## config.mk

```make
export PLATFORM = sky130hd
export DESIGN_NAME = busca_instrucao
export DESIGN_NICKNAME = d
export VERILOG_FILES = /design/src/rtl/busca_instrucao_pkg.sv /design/src/rtl/busca_instrucao_contador_timeout.sv /design/src/rtl/busca_instrucao.sv
export SDC_FILE = /design/constraint.sdc
export NUM_CORES = 1
export LEC_CHECK = 0
export CAP_MARGIN = 20
export CORE_MARGIN = 2
export CORE_UTILIZATION = 39
export DETAILED_ROUTE_END_ITERATION = 8
export GPL_TIMING_DRIVEN = 1
export PLACE_DENSITY = 0.72
export REMOVE_ABC_BUFFERS = 1
export SETUP_SLACK_MARGIN = 0.4
export SLEW_MARGIN = 30
export SYNTH_ARGS = -nofsm -noshare
export SYNTH_HDL_FRONTEND = slang
export SYNTH_SLANG_ARGS = --single-unit
```

## constraint.sdc

```tcl
create_clock -name i_clock -period 3.7 [get_ports i_clock]
set_clock_uncertainty 0.05 [all_clocks]
set_input_delay 0.555 -clock i_clock [delete_from_list [all_inputs] [get_ports i_clock]]
set_output_delay 0.555 -clock i_clock [all_outputs]
set_load 0.02 [all_outputs]
```

## src/rtl/busca_instrucao_pkg.sv

```systemverilog
// Shared state encoding and default widths for the instruction-fetch block.
package busca_instrucao_pkg;

   localparam int unsigned LARGURA_END_PADRAO   = 8;
   localparam int unsigned LARGURA_INSTR_PADRAO = 32;
   localparam int unsigned TIMEOUT_PADRAO       = 16;
   localparam int unsigned LARGURA_CONTADOR     = 8;

   typedef enum logic [2:0] {
      StIdle     = 3'd0,
      StReq      = 3'd1,
      StHold     = 3'd2,
      StAtualiza = 3'd3,
      StErro     = 3'd4
   } estado_t;

endpackage

```

## src/rtl/busca_instrucao_contador_timeout.sv

```systemverilog
// Wait-cycle counter for the memory request; flags expiry on the last allowed cycle.
module busca_instrucao_contador_timeout
   import busca_instrucao_pkg::*;
#(
   parameter int unsigned TIMEOUT = TIMEOUT_PADRAO
) (
   input  logic i_clock,
   input  logic i_reset_n,
   input  logic i_clear,
   input  logic i_enable,
   output logic o_expirou
);

   localparam int unsigned LARGURA = (TIMEOUT > 0) ? $clog2(TIMEOUT + 1) : 1;

   logic [LARGURA-1:0] r_cont;

   always_ff @(posedge i_clock) begin
      if (!i_reset_n || i_clear) begin
         r_cont <= '0;
      end else if (i_enable) begin
         r_cont <= r_cont + LARGURA'(1);
      end
   end

   // TIMEOUT of zero disables the watchdog entirely.
   if (TIMEOUT != 0) begin : g_ativo
      assign o_expirou = (r_cont == LARGURA'(TIMEOUT - 1));
   end else begin : g_inativo
      assign o_expirou = 1'b0;
   end

endmodule

```

## src/rtl/busca_instrucao.sv

```systemverilog
// Instruction fetch: samples the PC, reads memory via req/ack, hands the word to the
// decoder via valid/ready and pulses o_escreve_pc so the PC advances.
module busca_instrucao
   import busca_instrucao_pkg::*;
#(
   parameter int unsigned LARGURA_END   = LARGURA_END_PADRAO,
   parameter int unsigned LARGURA_INSTR = LARGURA_INSTR_PADRAO,
   parameter int unsigned TIMEOUT       = TIMEOUT_PADRAO
) (
   input  logic                        i_clock,
   input  logic                        i_reset_n,
   input  logic                        i_habilita,
   input  logic                        i_descarta,
   input  logic [LARGURA_END-1:0]      i_valor_pc,
   output logic                        o_escreve_pc,
   output logic                        o_mem_req,
   output logic [LARGURA_END-1:0]      o_mem_addr,
   input  logic                        i_mem_ack,
   input  logic [LARGURA_INSTR-1:0]    i_mem_data,
   output logic                        o_instr_valid,
   output logic [LARGURA_INSTR-1:0]    o_instr,
   input  logic                        i_instr_ready,
   output logic                        o_erro,
   output logic [LARGURA_CONTADOR-1:0] o_contador_busca
);

   estado_t                     r_estado, w_estado;
   logic                        r_mem_req, w_mem_req;
   logic [LARGURA_END-1:0]      r_mem_addr, w_mem_addr;
   logic [LARGURA_INSTR-1:0]    r_instr, w_instr;
   logic                        r_instr_valid, w_instr_valid;
   logic                        r_escreve_pc, w_escreve_pc;
   logic                        r_erro, w_erro;
   logic [LARGURA_CONTADOR-1:0] r_contador, w_contador;
   logic                        r_descarte, w_descarte;
   logic                        w_cnt_clear, w_cnt_enable, w_expirou;

   busca_instrucao_contador_timeout #(
      .TIMEOUT (TIMEOUT)
   ) u_contador_timeout (
      .i_clock   (i_clock),
      .i_reset_n (i_reset_n),
      .i_clear   (w_cnt_clear),
      .i_enable  (w_cnt_enable),
      .o_expirou (w_expirou)
   );

   always_ff @(posedge i_clock) begin
      if (!i_reset_n) begin
         r_estado      <= StIdle;
         r_mem_req     <= 1'b0;
         r_mem_addr    <= '0;
         r_instr       <= '0;
         r_instr_valid <= 1'b0;
         r_escreve_pc  <= 1'b0;
         r_erro        <= 1'b0;
         r_contador    <= '0;
         r_descarte    <= 1'b0;
      end else begin
         r_estado      <= w_estado;
         r_mem_req     <= w_mem_req;
         r_mem_addr    <= w_mem_addr;
         r_instr       <= w_instr;
         r_instr_valid <= w_instr_valid;
         r_escreve_pc  <= w_escreve_pc;
         r_erro        <= w_erro;
         r_contador    <= w_contador;
         r_descarte    <= w_descarte;
      end
   end

   always_comb begin
      w_estado      = r_estado;
      w_mem_req     = r_mem_req;
      w_mem_addr    = r_mem_addr;
      w_instr       = r_instr;
      w_instr_valid = r_instr_valid;
      w_escreve_pc  = 1'b0;
      w_erro        = r_erro;
      w_contador    = r_contador;
      w_descarte    = r_descarte;
      w_cnt_clear   = 1'b0;
      w_cnt_enable  = 1'b0;
      unique case (r_estado)
         StIdle: begin
            if (i_habilita) begin
               w_mem_addr  = i_valor_pc;
               w_mem_req   = 1'b1;
               w_cnt_clear = 1'b1;
               w_estado    = StReq;
            end
         end
         StReq: begin
            if (i_mem_ack) begin
               w_mem_req  = 1'b0;
               w_descarte = 1'b0;
               // A flushed fetch still completes the bus transfer, then drops the word.
               if (r_descarte || i_descarta) begin
                  w_estado = StIdle;
               end else begin
                  w_instr       = i_mem_data;
                  w_instr_valid = 1'b1;
                  w_estado      = StHold;
               end
            end else begin
               if (i_descarta) w_descarte = 1'b1;
               if (w_expirou) begin
                  w_erro     = 1'b1;
                  w_mem_req  = 1'b0;
                  w_descarte = 1'b0;
                  w_estado   = StErro;
               end else begin
                  w_cnt_enable = 1'b1;
               end
            end
         end
         StHold: begin
            if (i_descarta) begin
               w_instr_valid = 1'b0;
               w_estado      = StIdle;
            end else if (i_instr_ready) begin
               w_instr_valid = 1'b0;
               w_escreve_pc  = 1'b1;
               w_contador    = r_contador + LARGURA_CONTADOR'(1);
               w_estado      = StAtualiza;
            end
         end
         StAtualiza: w_estado = StIdle;
         StErro:     w_estado = StErro;
         default:    w_estado = StIdle;
      endcase
   end

   assign o_escreve_pc     = r_escreve_pc;
   assign o_mem_req        = r_mem_req;
   assign o_mem_addr       = r_mem_addr;
   assign o_instr_valid    = r_instr_valid;
   assign o_instr          = r_instr;
   assign o_erro           = r_erro;
   assign o_contador_busca = r_contador;

endmodule

```

---- Word-level counts from Yosys, hierarchy flattened ----
Cells that the tools add are included.
word-level totals
  output and inout bits ................... 52
  flip-flop bits (word level) ............. 61
  bits of input ports ..................... 46
  word-level logic and storage cells ...... 67
cells by class
  reductions and logical operators ........ 16
  bitwise logic cells ..................... 5
  add/sub/neg operators ................... 2
  equality and inequality tests ........... 9
  mux-type cells .......................... 25
operators with widths
  operator                                                               count
  1-bit two-way mux                                                      16
  3-bit two-way mux                                                      5
  3-bit AND reduction                                                    5
  3-bit one-hot mux with 4 select lines                                  1
  8-bit by 1-bit adder with 8-bit output, second input constant          1
  2-bit != test, second input constant                                   3
  5-bit by 1-bit adder with 5-bit output, second input constant          1
  5-bit by 4-bit equality test with 1-bit output, second input constant  1
  1-bit NOT                                                              5
  1-bit one-hot mux with 2 select lines                                  2
  2-bit AND reduction                                                    2
  4-bit AND reduction                                                    1
  2-bit nonzero test                                                     2
  3-bit by 1-bit equality test with 1-bit output, second input constant  1
  3-bit by 2-bit equality test with 1-bit output, second input constant  1
  3-bit equality test, second input constant                             1
  3-bit zero test                                                        1
  3-bit by 2-bit != test with 1-bit output, second input constant        1
  3-bit != test, second input constant                                   1
  3-bit nonzero test                                                     1
  3-bit OR reduction                                                     1
  1-bit logical OR                                                       2
  2-bit two-way mux                                                      1
  1-bit zero test                                                        1

---- Depth between registers and ports, before layout ----
  depth after elaboration ................. 4
  mapped depth ............................ 6

---- Modules after synthesis ----
From an unflattened synthesis, not the netlist that was laid out.
unflattened totals
  cells, all modules ...................... 296
  area, all modules ....................... 2526.2 sq um
modules (own cells, without submodules)
  module                            area an instance (sq um)  times used  cells an instance  seq. area each (sq um)
  busca_instrucao                   2287.2                    1           272                1121.1
  busca_instrucao_contador_timeout  239.0                     1           24                 100.1

---- Worst setup path after synthesis ----
No wires, ideal clock.
  kind .................................... input to register
  start point ............................. input i_descarta
  end point ............................... register r_contador[5] (netlist: o_contador_busca[5])
  path slack .............................. 1.729 ns
  data required time ...................... 3.515 ns
  stages .................................. 5
  path buffers ............................ 2
  library setup time ...................... 0.135 ns
  arrival time ............................ 1.786 ns
  cell sequence ........................... clkbuf_1 -> or4b_4 -> buf_2 -> o311ai_0 -> o41ai_1
between the ends
  word-level cells in the longest chain between the ends .. 2
ends and longest elaborated chain
  item                           line                   text
  start: declaration             busca_instrucao.sv:13  input logic i_descarta,
  1-bit NOT (no line)            -
  3-bit AND reduction (no line)  -
  end signal: assignment         busca_instrucao.sv:67  r_contador <= w_contador;
  end: declaration               busca_instrucao.sv:34  logic [LARGURA_CONTADOR-1:0] r_contador, w_contador;
No other way between the ends.
A chain may end at the register's enable or synchronous reset.

---- Final worst setup path ----
  start point ............................. input i_reset_n
  end point ............................... register u_contador_timeout.r_cont[2]
between the ends
  word-level cells in the longest chain between the ends .. 2
ends and longest elaborated chain
  item                    line                                    text
  start: declaration      busca_instrucao.sv:11                   input logic i_reset_n,
  1-bit zero test         -
  1-bit logical OR        busca_instrucao_contador_timeout.sv:19  if (!i_reset_n || i_clear) begin
  end signal: assignment  busca_instrucao_contador_timeout.sv:22  r_cont <= r_cont + LARGURA'(1);
  end: declaration        busca_instrucao_contador_timeout.sv:16  logic [LARGURA-1:0] r_cont;
No other way between the ends.

==> impl_summary.log <==
INFO  metric total_of_buffers_placed_on_input_and_output_ports = 97
INFO  metric die-height = 84.2 um
INFO  metric post_synth_inst_count = 301
INFO  metric post-place-cells = 451
INFO  metric synth_async_sr_flop_share = 0%
INFO  metric syn-mean-instance-area = 8.33 um^2
INFO  metric timing.hold.worst_path_depth = 2
INFO  metric vias = 2,520
INFO  metric number_of_register_bits_inferred_by_synthesis = 61
INFO  metric synth_top_area_cell = sky130_fd_sc_hd__dfxtp_1
INFO  metric clock_tree.buffer_depth = 2
INFO  metric synth_top_area_share = 48.7%
INFO  metric grt_remaining_overflow = 0
INFO  metric area_overhead_of_the_layout_relative_to_synthesis = 46.5%
INFO  metric initial_standard_cell_utilization_of_the_core = 40.0%
INFO  metric clock_sink_count = 61
INFO  metric drtIter0Drc = 123
INFO  metric worst_slew_margin_rel = 38.6%
INFO  metric tns_setup = 0 ps
INFO  metric crit_fanout = 54
INFO  metric p_int = 1.06 mW
INFO  metric syn-cell-area = 2510 um^2
INFO  metric synthSimpleGateAreaFrac = 20.6%
INFO  metric synth.top_cells.by_count = sky130_fd_sc_hd__dfxtp_1, sky130_fd_sc_hd__a21oi_1, sky130_fd_sc_hd__nand3_1
INFO  metric largest_net_degree_at_the_start_of_global_routing = 55
INFO  metric synth_compound_area_share = 22.0%
INFO  metric synth.yosys.seq_area_share = 48.7%
INFO  metric clockPowerShare = 37.7%
INFO  metric num-nets-final = 435
INFO  metric post-synth-top-count-cell = sky130_fd_sc_hd__dfxtp_1
INFO  metric final-setup-viol-count = 0
INFO  metric max_slew.worst_pin.slew = 919 ps
INFO  metric wl = 6.77 mm
INFO  metric top_level_ports = 98
INFO  metric clkTransAtPathRegs = 60 ps
INFO  metric netSwitchingPower = 345 uW
INFO  metric tritoncts = yes
INFO  metric fmax = 0.452 GHz
INFO  metric drc = 0
INFO  metric globalRouteTotalUtil = 19.4%
INFO  metric dpl_worst_slack = 1140 ps
INFO  metric setup.worst_path.end_class = flop
INFO  metric synthDistinctLibCells = 35
INFO  metric wl_per_cell = 14.5 um
INFO  metric power.density_cell_area = 382 nW/um^2
INFO  metric synth_top_cells_by_area = sky130_fd_sc_hd__dfxtp_1, sky130_fd_sc_hd__a21oi_1, sky130_fd_sc_hd__nand3_1
INFO  metric cts_inserted_buffers = 9
INFO  metric cellLeakagePower = 1.24 nW
INFO  metric number_of_antenna_violations_at_the_first_check_in_global_routing = 0
INFO  metric number_of_resized_instances_in_the_post_cts_repair_step = 0
INFO  metric clock-root-buffer = sky130_fd_sc_hd__clkbuf_8
INFO  metric timing.max_cap.violations = 0
INFO  metric hold_class = reg2reg
INFO  metric synth.yosys.warnings = 0
INFO  metric worst_r2r_path_depth = 3
INFO  metric status = complete, no violations
INFO  metric post_synthesis_mux_area_share = 1.20%
INFO  metric fp-row-count = 29
INFO  metric synth_xor_area_share = 0%
INFO  metric path_class = in2reg
INFO  metric finalWeightedCongestion = 0.774
INFO  metric antenna_left = 0
INFO  metric power.share.combinational = 13.5%
INFO  metric cts-hold-fix-buffers = 0
INFO  metric antenna-diode-count = 0
INFO  metric worst_path_arrival_time = 2430 ps
INFO  metric netSwitchingFraction = 24.6%
INFO  metric fp.dieW = 84.2 um
INFO  metric routed_via_density = 5.41
INFO  metric final_hold_viol_count = 0
INFO  metric dr.pass1.iters = 4
INFO  metric vdd_ir_drop_max = 0.000282 V
INFO  metric worstSkewPairLatency = 340 ps
INFO  metric period_needed = 2210 ps
INFO  metric synth-edff-count = 0
INFO  metric grt_first_pass_wirelength = 11.0 mm
INFO  metric cp_data_required_time = 3910 ps
INFO  metric worst_slack = 1490 ps
INFO  metric instances_no_fill = 466
INFO  metric hold_ws = 403 ps
INFO  metric rsz0062_at_grt = false
INFO  metric number_of_h_tree_levels = 3
INFO  metric dominantRegCellSynth = sky130_fd_sc_hd__dfxtp_1
INFO  metric post_cts.repair.setup_buffers = 0
INFO  metric final_max_slew_viol_count = 0
INFO  metric die_area = 7090 um^2
INFO  metric dp.final_hpwl = 4.44 mm
INFO  metric layout-drive-gt1-share = 6.17%
INFO  metric start_kind = primary input
INFO  metric dominant_combinational_cell_family_by_area_after_synthesis = compound AO/OA/AOI/OAI gates
INFO  metric yosys.area_share.adder = 2.00%
INFO  metric core_area = 6280 um^2
INFO  metric grt_pass1_vias = 2,393
INFO  metric seq_power_share = 48.8%
INFO  metric final.period_utilization = 59.8%
-- logic make-up after synthesis --
logic type,count (synthesis)
compound gates,103
simple gates,97
flops,61
buf+inv,33
fa+ha+maj,4
mux,3
-- per-stage QoR --
step                cell area (um^2)  util [%]  total power, mW
global placement                3500      55.7            0.888
detailed placement              3500      55.7            0.889
finish                          3680      58.6             1.40
CTS                             3680      58.6             1.42
floorplan                       2390         -            0.778
global route                    3680      58.6             1.47
-- worst paths after layout --
check / start / end / slack [ps]
worst min-delay path: o_mem_addr[1] / o_mem_addr[1] / 400
worst max-delay path: i_reset_n / u_contador_timeout.r_cont[2] / 1490
worst min register to register: o_mem_addr[1] / o_mem_addr[1] / 400
worst max register to register: r_estado[0] / u_contador_timeout.r_cont[3] / 1700
-- flip-flops by register name, indices dropped and copies added, names as in the netlist --
signal and count:
o_escreve_pc 1, r_descarte 1, o_mem_req 1, o_contador_busca 8
r_estado 3, u_contador_timeout.r_cont 5, o_mem_addr 8, o_instr_valid 1
o_instr 32, o_erro 1
-- worst max-delay path, cell delays in order --
cell                              delay (ps)
sky130_fd_sc_hd__clkdlybuf4s50_1         760
sky130_fd_sc_hd__inv_2                   480
sky130_fd_sc_hd__or3_1                   470
sky130_fd_sc_hd__mux2i_1                 140
-- area by class of cell --
class / instances / area [um^2]
Inverter: 5 / 18.8
Tap cell: 77 / 96.3
Fill cell: 578 / 2600
Timing Repair Buffer: 101 / 1000
Sequential cell: 61 / 1220
Clock buffer: 14 / 173
Multi-Input combinational cell: 207 / 1160
Clock inverter: 1 / 5.00
-- per-layer routing --
layer  routed length, um  vias up  GRT usage (%)  share of wire, %
met5                   0        -              0                 0
met4                 192        0           12.2               2.8
met3                 530       17           6.49               7.8
met2                3060       84           30.2                45
met1                2980     1167           23.1                44
li1                    -     1252              -                 -
-- power groups by stage --
stage	Sequential (mW)	Combinational, mW	Clock (mW)
6_report	0.685	0.190	0.528
3_5_place_dp	0.699	0.190	0
5_1_grt	0.687	0.206	0.579
4_1_cts	0.685	0.191	0.544
2_1_floorplan	0.716	0.0613	0
3_3_place_gp	0.699	0.190	0
-- placed cells by master (no fill, tap or decap), types with 2 or more instances in the layout --
cell	instances
sky130_fd_sc_hd__nand2b_1	4
sky130_fd_sc_hd__or3b_2	2
sky130_fd_sc_hd__or4_1	2
sky130_fd_sc_hd__nor3_1	6
sky130_fd_sc_hd__inv_1	4
sky130_fd_sc_hd__clkdlybuf4s50_1	97
sky130_fd_sc_hd__a211oi_1	2
sky130_fd_sc_hd__nor4b_1	2
sky130_fd_sc_hd__nand4_1	2
sky130_fd_sc_hd__o311ai_0	2
sky130_fd_sc_hd__dfxtp_1	61
sky130_fd_sc_hd__mux2i_1	3
sky130_fd_sc_hd__o31ai_1	4
sky130_fd_sc_hd__clkbuf_1	2
sky130_fd_sc_hd__ha_1	4
sky130_fd_sc_hd__o21ai_0	37
sky130_fd_sc_hd__a21oi_1	52
sky130_fd_sc_hd__nand3_1	39
sky130_fd_sc_hd__or3_1	4
sky130_fd_sc_hd__nor4_1	2
sky130_fd_sc_hd__nand3b_1	2
sky130_fd_sc_hd__o41ai_1	2
sky130_fd_sc_hd__buf_4	4
sky130_fd_sc_hd__nor2_1	4
sky130_fd_sc_hd__nor3b_2	2
sky130_fd_sc_hd__nand2_1	22
sky130_fd_sc_hd__clkbuf_8	12
Power figures use the tool's default switching activity.
